[config.mk]
export PLATFORM = sky130hd
export DESIGN_NAME = ahb_slave_mux_flat
export DESIGN_NICKNAME = d
export VERILOG_FILES = /design/src/rtl/ahb_slave_mux_if.sv /design/src/rtl/ahb_slave_mux.sv /design/src/flat_wrapper.sv
export SDC_FILE = /design/constraint.sdc
export NUM_CORES = 1
export LEC_CHECK = 0
export BUFFER_PORTS_ARGS = -buffer_cell sky130_fd_sc_hd__buf_2
export CELL_PAD_IN_SITES_DETAIL_PLACEMENT = 2
export CELL_PAD_IN_SITES_GLOBAL_PLACEMENT = 2
export CORE_ASPECT_RATIO = 0.9
export CORE_MARGIN = 5
export CORE_UTILIZATION = 12
export CTS_CLUSTER_SIZE = 12
export DETAILED_ROUTE_END_ITERATION = 10
export PLACE_DENSITY_LB_ADDON = 0.1
export SYNTH_ARGS = -nofsm -noshare
export SYNTH_HDL_FRONTEND = slang
export SYNTH_SLANG_ARGS = --single-unit
[constraint.sdc]
create_clock -name HCLK -period 1.73 [get_ports HCLK]
set_input_delay 0.0865 -clock HCLK [delete_from_list [all_inputs] [get_ports HCLK]]
set_output_delay 0.0865 -clock HCLK [all_outputs]
set_load 0.03 [all_outputs]
[src/rtl/ahb_slave_mux_if.sv]
// AHB slave-side mux bundle.
// Carries the manager address phase (HADDR/HTRANS) and the decoded selects
// (HSEL). It also carries the per-slave return paths (HRDATAS/HREADYOUTS/HRESPS),
// the muxed data phase back to the manager (HRDATA/HREADY/HRESP) and the
// sticky timeout flag with its clear (TimeoutErr/TimeoutClr).
// Modport slave: the mux side. Modport master: the manager/slaves environment.
interface ahb_slave_mux_if #(
  parameter int unsigned NSLV = 4,
  parameter int unsigned AW   = 32,
  parameter int unsigned DW   = 64
);
  logic [AW-1:0]            HADDR;
  logic [1:0]               HTRANS;
  logic [NSLV-1:0]          HSEL;
  logic [NSLV-1:0][DW-1:0]  HRDATAS;
  logic [NSLV-1:0]          HREADYOUTS;
  logic [NSLV-1:0]          HRESPS;
  logic [DW-1:0]            HRDATA;
  logic                     HREADY;
  logic                     HRESP;
  logic                     TimeoutErr;
  logic                     TimeoutClr;

  modport slave (
    input  HADDR, HTRANS, HRDATAS, HREADYOUTS, HRESPS, TimeoutClr,
    output HSEL, HRDATA, HREADY, HRESP, TimeoutErr
  );

  modport master (
    output HADDR, HTRANS, HRDATAS, HREADYOUTS, HRESPS, TimeoutClr,
    input  HSEL, HRDATA, HREADY, HRESP, TimeoutErr
  );
endinterface

[src/rtl/ahb_slave_mux.sv]
// AHB address decoder and slave-to-manager response mux.
// Decodes HADDR into one-hot HSEL (lowest index wins on overlap) and tracks
// the data-phase owner. Read data, ready and response are muxed back from
// that owner. Unmapped NONSEQ/SEQ transfers get a two-cycle ERROR response,
// and an optional wait-state timeout turns a hung slave into an ERROR.
// Ports:
//   HCLK, HRESETn : clock, asynchronous active-low reset
//   bus           : ahb_slave_mux_if.slave (address phase in, HSEL out,
//                   slave returns in, muxed HRDATA/HREADY/HRESP out,
//                   TimeoutErr out, TimeoutClr in)
module ahb_slave_mux #(
  parameter int unsigned NSLV = 4,
  parameter int unsigned AW   = 32,
  parameter int unsigned DW   = 64,
  parameter logic [AW-1:0] BASE  [NSLV] = '{32'h1000_0000, 32'h0200_0000,
                                            32'h0C00_0000, 32'h8000_0000},
  parameter logic [AW-1:0] RANGE [NSLV] = '{32'h0000_0007, 32'h0000_FFFF,
                                            32'h03FF_FFFF, 32'h7FFF_FFFF},
  parameter int unsigned TIMEOUT = 0
) (
  input  logic               HCLK,
  input  logic               HRESETn,
  ahb_slave_mux_if.slave     bus
);

  localparam int unsigned    CW       = (TIMEOUT > 0) ? $clog2(TIMEOUT + 1) : 1;
  localparam logic [CW-1:0]  TLIM     = CW'(TIMEOUT);
  localparam logic [NSLV:0]  NONE_SEL = {1'b1, {NSLV{1'b0}}};

  typedef enum logic [1:0] {ST_OK, ST_ERR1, ST_ERR2} state_t;

  state_t          state;
  logic [NSLV:0]   dsel;       // [NSLV] is the "none" bit
  logic [CW-1:0]   cnt;
  logic            terr;

  logic [NSLV-1:0] hsel_c;
  logic            hit_c;
  logic            hready_c;
  logic            hresp_c;
  logic [DW-1:0]   hrdata_c;
  logic            waiting_c;
  logic            tout_c;
  logic            err_req_c;
  logic [CW-1:0]   cnt_inc_c;

  // Address decode; scan high to low so the lowest matching index wins.
  always_comb begin
    hsel_c = '0;
    for (int i = int'(NSLV) - 1; i >= 0; i--) begin
      if (({1'b0, bus.HADDR} >= {1'b0, BASE[i]}) &&
          ({1'b0, bus.HADDR} <= ({1'b0, BASE[i]} + {1'b0, RANGE[i]}))) begin
        hsel_c    = '0;
        hsel_c[i] = 1'b1;
      end
    end
  end

  assign hit_c = |hsel_c;

  // Data-phase response mux; error states override the owning slave.
  always_comb begin
    hready_c = 1'b1;
    hresp_c  = 1'b0;
    hrdata_c = '0;
    case (state)
      ST_ERR1: begin
        hready_c = 1'b0;
        hresp_c  = 1'b1;
      end
      ST_ERR2: begin
        hresp_c  = 1'b1;
      end
      default: begin
        for (int i = 0; i < int'(NSLV); i++) begin
          if (dsel[i]) begin
            hready_c = bus.HREADYOUTS[i];
            hresp_c  = bus.HRESPS[i];
            hrdata_c = bus.HRDATAS[i];
          end
        end
      end
    endcase
  end

  // Wait-state tracking: only a selected slave stalling in OK counts.
  assign waiting_c = (state == ST_OK) && !dsel[NSLV] && !hready_c;
  assign cnt_inc_c = (cnt == TLIM) ? cnt : cnt + CW'(1);
  assign tout_c    = (TIMEOUT != 0) && waiting_c && (cnt_inc_c == TLIM);
  assign err_req_c = hready_c && bus.HTRANS[1] && !hit_c;

  // State, data-phase owner, timeout counter and sticky flag.
  always_ff @(posedge HCLK or negedge HRESETn) begin
    if (!HRESETn) begin
      state <= ST_OK;
      dsel  <= NONE_SEL;
      cnt   <= '0;
      terr  <= 1'b0;
    end else begin
      cnt <= (waiting_c && (TIMEOUT != 0)) ? cnt_inc_c : '0;

      // A new timeout beats a simultaneous clear.
      if (tout_c) begin
        terr <= 1'b1;
      end else if (bus.TimeoutClr) begin
        terr <= 1'b0;
      end

      case (state)
        ST_ERR1: begin
          // Drop any hung owner so its outputs are ignored from ERR2 onward.
          state <= ST_ERR2;
          dsel  <= NONE_SEL;
        end
        default: begin
          if (tout_c) begin
            state <= ST_ERR1;
          end else if (hready_c) begin
            dsel  <= {~hit_c, hsel_c};
            state <= err_req_c ? ST_ERR1 : ST_OK;
          end
        end
      endcase
    end
  end

  assign bus.HSEL       = hsel_c;
  assign bus.HREADY     = hready_c;
  assign bus.HRESP      = hresp_c;
  assign bus.HRDATA     = hrdata_c;
  assign bus.TimeoutErr = terr;

endmodule

[src/flat_wrapper.sv]
// flat-port wrapper written by rule: the top's interface ports become plain ports
module ahb_slave_mux_flat 
#(
  parameter int unsigned NSLV = 4,
  parameter int unsigned AW   = 32,
  parameter int unsigned DW   = 64,
  parameter logic [AW-1:0] BASE  [NSLV] = '{32'h1000_0000, 32'h0200_0000,
                                            32'h0C00_0000, 32'h8000_0000},
  parameter logic [AW-1:0] RANGE [NSLV] = '{32'h0000_0007, 32'h0000_FFFF,
                                            32'h03FF_FFFF, 32'h7FFF_FFFF},
  parameter int unsigned TIMEOUT = 0
)
  (HCLK, HRESETn, bus_HADDR, bus_HTRANS, bus_HRDATAS, bus_HREADYOUTS, bus_HRESPS, bus_TimeoutClr, bus_HSEL, bus_HRDATA, bus_HREADY, bus_HRESP, bus_TimeoutErr);
  ahb_slave_mux_if #(.NSLV(NSLV), .AW(AW), .DW(DW)) bus_i ();
  input  logic HCLK;
  input  logic HRESETn;
  input wire logic [$bits(bus_i.HADDR)-1:0] bus_HADDR;
  input wire logic [$bits(bus_i.HTRANS)-1:0] bus_HTRANS;
  input wire logic [$bits(bus_i.HRDATAS)-1:0] bus_HRDATAS;
  input wire logic [$bits(bus_i.HREADYOUTS)-1:0] bus_HREADYOUTS;
  input wire logic [$bits(bus_i.HRESPS)-1:0] bus_HRESPS;
  input wire logic [$bits(bus_i.TimeoutClr)-1:0] bus_TimeoutClr;
  output wire logic [$bits(bus_i.HSEL)-1:0] bus_HSEL;
  output wire logic [$bits(bus_i.HRDATA)-1:0] bus_HRDATA;
  output wire logic [$bits(bus_i.HREADY)-1:0] bus_HREADY;
  output wire logic [$bits(bus_i.HRESP)-1:0] bus_HRESP;
  output wire logic [$bits(bus_i.TimeoutErr)-1:0] bus_TimeoutErr;
  assign bus_i.HADDR = bus_HADDR;
  assign bus_i.HTRANS = bus_HTRANS;
  assign bus_i.HRDATAS = bus_HRDATAS;
  assign bus_i.HREADYOUTS = bus_HREADYOUTS;
  assign bus_i.HRESPS = bus_HRESPS;
  assign bus_i.TimeoutClr = bus_TimeoutClr;
  assign bus_HSEL = bus_i.HSEL;
  assign bus_HRDATA = bus_i.HRDATA;
  assign bus_HREADY = bus_i.HREADY;
  assign bus_HRESP = bus_i.HRESP;
  assign bus_TimeoutErr = bus_i.TimeoutErr;
  ahb_slave_mux #(.NSLV(NSLV), .AW(AW), .DW(DW), .BASE(BASE), .RANGE(RANGE), .TIMEOUT(TIMEOUT)) u_core (.HCLK(HCLK), .HRESETn(HRESETn), .bus(bus_i));
endmodule
# --- After elaboration in Yosys (flattened, before gate mapping) ---
# Index checks and enable logic that the tools add are counted.
op_classes:
  order_cmp: 7
  eq_ne: 2
  muxes: 24
  reduce_logical: 9
ops:
  columns: ["cell", "count"]
  rows:
  - ["two-way mux 64 bit", 5]
  - ["greater-or-equal comparator 32 x 26 -> 1 bit, second input constant", 1]
  - ["greater-or-equal comparator 32 x 28 -> 1 bit, second input constant", 1]
  - ["greater-or-equal comparator 32 x 29 -> 1 bit, second input constant", 1]
  - ["greater-or-equal comparator 32 bit, second input constant", 1]
  - ["<= comparator 32 x 26 -> 1 bit, second input constant", 1]
  - ["<= comparator 32 x 28 -> 1 bit, second input constant", 1]
  - ["<= comparator 32 x 29 -> 1 bit, second input constant", 1]
  - ["two-way mux 4 bit", 6]
  - ["two-way mux 1 bit", 10]
  - ["logical AND 1 bit", 5]
  - ["two-way mux 2 bit", 2]
  - ["OR reduction 4 bit", 1]
  - ["equality test 2 x 1 -> 1 bit, second input constant", 1]
  - ["equality test 2 bit, second input constant", 1]
  - ["one-hot mux 1 bit (2 select lines)", 1]
  - ["nonzero test 2 bit", 1]
  - ["OR reduction 2 bit", 1]
  - ["zero test 1 bit", 1]
totals:
  ff_bits: 6
  output_inout_bits: 71
  word_cells: 44

# --- Depth between registers and ports, before layout ---
logic_depth:
  depth_word: 11
  mapped_depth: 7
  depth_no_buf: 6

# --- Least setup slack after synthesis ---
# OpenSTA, ideal clock, no wires.
synth_timing:
  path_type: "register to output"
  startpoint: "register u_core.dsel[1]"
  endpoint: "output port bus_HRESP"
  arrival_time_ns: 1.635
  required_ns: 1.643
  slack_ns: 0.009
  path_stages_with_launch: 8
  n_path_buf: 2
  cell_sequence: "dfrtp_1 nor2b_1 buf_2 buf_2 a22oi_1 nor2_1 a21oi_1 o211ai_1"
synth_via:
  elab_chain_len: 4
synth_rtl:
  columns: ["element", "line", "text"]
  rows:
  - ["start: declaration", "ahb_slave_mux.sv:33", "logic [NSLV:0] dsel; // [NSLV] is the \"none\" bit"]
  - ["start signal: assignment", "ahb_slave_mux.sv:119", "dsel <= {~hit_c, hsel_c};"]
  - ["two-way mux 1 bit (3 in a row)", "ahb_slave_mux.sv:76", "if (dsel[i]) begin"]
  - ["two-way mux 1 bit", "ahb_slave_mux.sv:66", "case (state)"]
  - ["end: declaration", "flat_wrapper.sv:26", "output wire logic [$bits(bus_i.HRESP)-1:0] bus_HRESP;"]
# Every way passes these cells.

# --- Final worst setup path ---
layout_timing:
  startpoint: "register u_core.dsel[0]"
  endpoint: "output port bus_HRDATA[31]"
layout_via:
  elab_chain_len: 5
layout_rtl:
  columns: ["element", "line", "text"]
  rows:
  - ["two-way mux 64 bit (4 in a row)", "ahb_slave_mux.sv:76", null]
  - ["two-way mux 64 bit", "ahb_slave_mux.sv:66", null]
  - ["end: declaration", "flat_wrapper.sv:24", "output wire logic [$bits(bus_i.HRDATA)-1:0] bus_HRDATA;"]
# Every way passes these cells.

==> impl_metrics.yaml <==
global_route:
  grt_max_degree: 68
  grt_usage_pct: 16.1
  antenna_found_initial: 2
  grt_pass1_vias: 5650
  gr-total-overflow: 0
  grtUsageMet1_pct: 17.9
  met2_usage_pct: 31.3
  top_usage_layer: "met2"
  grt_pass1_wl_mm: 32.6
  grt_use_met3_pct: 4.72
synth:
  yosysSeqAreaShare_pct: 5.65
  synth_area_um2: 2660
  synth-edff-count: 0
  ys_ff_latch: 6
  synthTopCellsByArea: "nor2b_1, a221oi_1, nor3_1, a21oi_1, dfrtp_1"
  synth_flop_cell: "dfrtp_1"
  yosysTopAreaCellShare_pct: 30.6
  netlist_instances: 424
  synth_cell_type_count: 26
  synth_async_sr_flop_share_pct: 100
  synthTopCellsByCount: "nor2b_1, nor3_1, a21oi_1, a221oi_1, clkbuf_1"
  yosys.area.top_type: "nor2b_1"
  synth_nets: 727
  syn_avg_cell_area_um2: 6.26
  synth_most_common_cell: "nor2b_1"
  yosys_warnings: 0
outcome:
  status: "finished with violations"
  violations: "negative setup slack"
floorplanning:
  core_area_um2: 21700
  die_area_um2: 25200
  initial_core_util_pct: 12.2
  die_w_um: 167
  io_pins: 372
  die_h_um: 151
  num_rows: 51
worst_setup_path:
  slowest_delay_ps: 380
  cp_data_arrival_time_ps: 1920
  endpoint_kind: "primary output"
  critical_path.cell_chain: "nor2b_4 > buf_4 > buf_6 > buf_16 > buf_6 > a221oi_2 > nor3_1 > a21oi_1 > nor2b_1 > buf_4"
  rr_worst_depth: 8
  critical_path.max_fanout: 5
  start_kind: "flop"
  crit_type: "flop to primary output"
  cpMaxStageDelayCell: "dfrtp_1"
  required_ps: 1640
cts:
  cts_buffers: 3
  cts_num_sinks: 6
  root_buffer: "clkbuf_16"
  tritoncts: "built"
  path_clk_slew_ps: 40
  htree_levels: 1
  cts_buffer_depth: 2
  clkLatencyLatePin_ps: 230
timing:
  setup_viol: 71
  final.setup.tns_ps: -11750
  hold_viol_final: 0
  timing.fmax_ghz: 0.500
  finalCriticalPeriod_ps: 2000
  setup_ws_ps: -272
  final_max_slew_viol_count: 0
  finalClockSkew_ps: 2.77
  rsz0062_at_grt: "true"
  whs_ps: 187
  finalCritPeriodShare_pct: 116
place:
  place.detailed.hpwl_mm: 17.4
  post-place-ws_ps: -78.2
  port_buffers: 365
  place_inst: 1057
  globalplace.congestion: 0.797
finish:
  drive_gt1_share_pct: 65.0
  nNetsFinal: 1110
  n_fill_cell: 2548
  stdcell_count: 1098
  syn2layout_area_growth_pct: 148
drt:
  first_pass_iters: 4
  wl_per_cell_um: 20.9
  first_iter_violations: 98
  ant_nets: 0
  vias_per_cell: 4.50
  via_count: 4937
  wirelength_mm: 23.0
  drc: 0
power:
  vdd_ir_drop_max_uv: 393
  power.static_leakage_nw: 2.94
  power_mw: 5.97
  power_density_nw_per_um2: 905
hold_path:
  hold_path.class: "input pin to flop"
  holdPathStages: 3
run:
  drv_cap: 0
-- stage by stage --
stage,util (%),area (um^2)
2_1_floorplan,-,2660
3_3_place_gp,23.3,5050
3_5_place_dp,23.3,5050
4_1_cts,27.3,5920
5_1_grt,30.4,6590
6_report,30.4,6590
-- worst max-delay path, delay by kind of cell, from the launching register on --
kind,cells,cell delay [ps]
buf+inv,5,660
simple gates,3,300
flops,1,380
compound gates,2,350
-- report_power, final --
group / switching, mW / internal (mW) / leakage, nW
Combinational: 3.05 / 2.30 / 2.83
Clock: 0.0852 / 0.306 / 0.0382
Sequential: 0.0467 / 0.180 / 0.0755
-- cell families (layout without fill, tap and decap cells) --
kind of cell             after synthesis  count (layout)  synth area share, %
AO/OA/AOI/OAI                        137             137                 35.7
adder cells (fa/ha/maj)                2               2                0.942
buffers and inverters                 55             437                 8.48
flip-flops                             6               6                 5.65
multiplexers                           4               4                 1.51
other                                  1               2                0.141
AND/OR/NAND/NOR                      219             219                 47.6
-- state kept, by name, indices dropped and copies added, names as in the netlist --
name          flops
u_core.dsel       4
u_core.state      2
-- placed cells by master (no fill, tap or decap), types with 3 or more instances in the layout --
cell type | netlist | final
nor2b_1 | 130 | 111
buf_12 | 0 | 18
a221oi_2 | 0 | 36
buf_8 | 0 | 6
nor4_1 | 4 | 4
buf_2 | 9 | 299
buf_4 | 2 | 75
buf_16 | 0 | 4
nor3_1 | 67 | 49
clkbuf_16 | 0 | 10
nor3_2 | 0 | 18
nor2b_4 | 0 | 17
a21oi_1 | 66 | 64
bufbuf_16 | 0 | 3
dfrtp_1 | 6 | 3
nand2_1 | 4 | 3
buf_6 | 0 | 18
mux2i_1 | 4 | 3
a221oi_1 | 64 | 22
a221oi_4 | 0 | 6
nor2_1 | 8 | 7
-- layer usage --
metal  vias to the layer above  wire [um]
met1                      2350       8960
met4                         2         65
li1                       2362          -
met2                       217      12200
met3                         6       1760
met5                         -          7
-- final timing paths --
path	start	end	slack, ps
max	u_core.dsel[0]	bus_HRDATA[31]	-270
min	bus_HADDR[31]	u_core.dsel[3]	190
max reg2reg	u_core.dsel[1]	u_core.dsel[1]	-130
min reg2reg	u_core.state[1]	u_core.state[1]	560
max in group asynchronous	HRESETn	u_core.dsel[3]	1340
min in group asynchronous	HRESETn	u_core.dsel[0]	220
-- layout make-up --
class,instances,area [um^2],share of cell area [%]
repair buffers,431,3110,47.1
multi-input cells,363,2880,43.6
well taps,291,364,5.52
flip-flops and latches,6,159,2.41
clock buffers,4,78.8,1.20
inverters,2,7.51,0.114
diodes,1,2.50,0.0380
-- repair_timing --
item	in CTS	in global routing
gates cloned	7	8
setup buffers	12	9
endpoints found under the setup margin	70	72
endpoints found under the hold margin	6	0
hold buffers	1	0
pin swaps	18	43
resized for setup	123	82
Power figures use the tool's default switching activity.
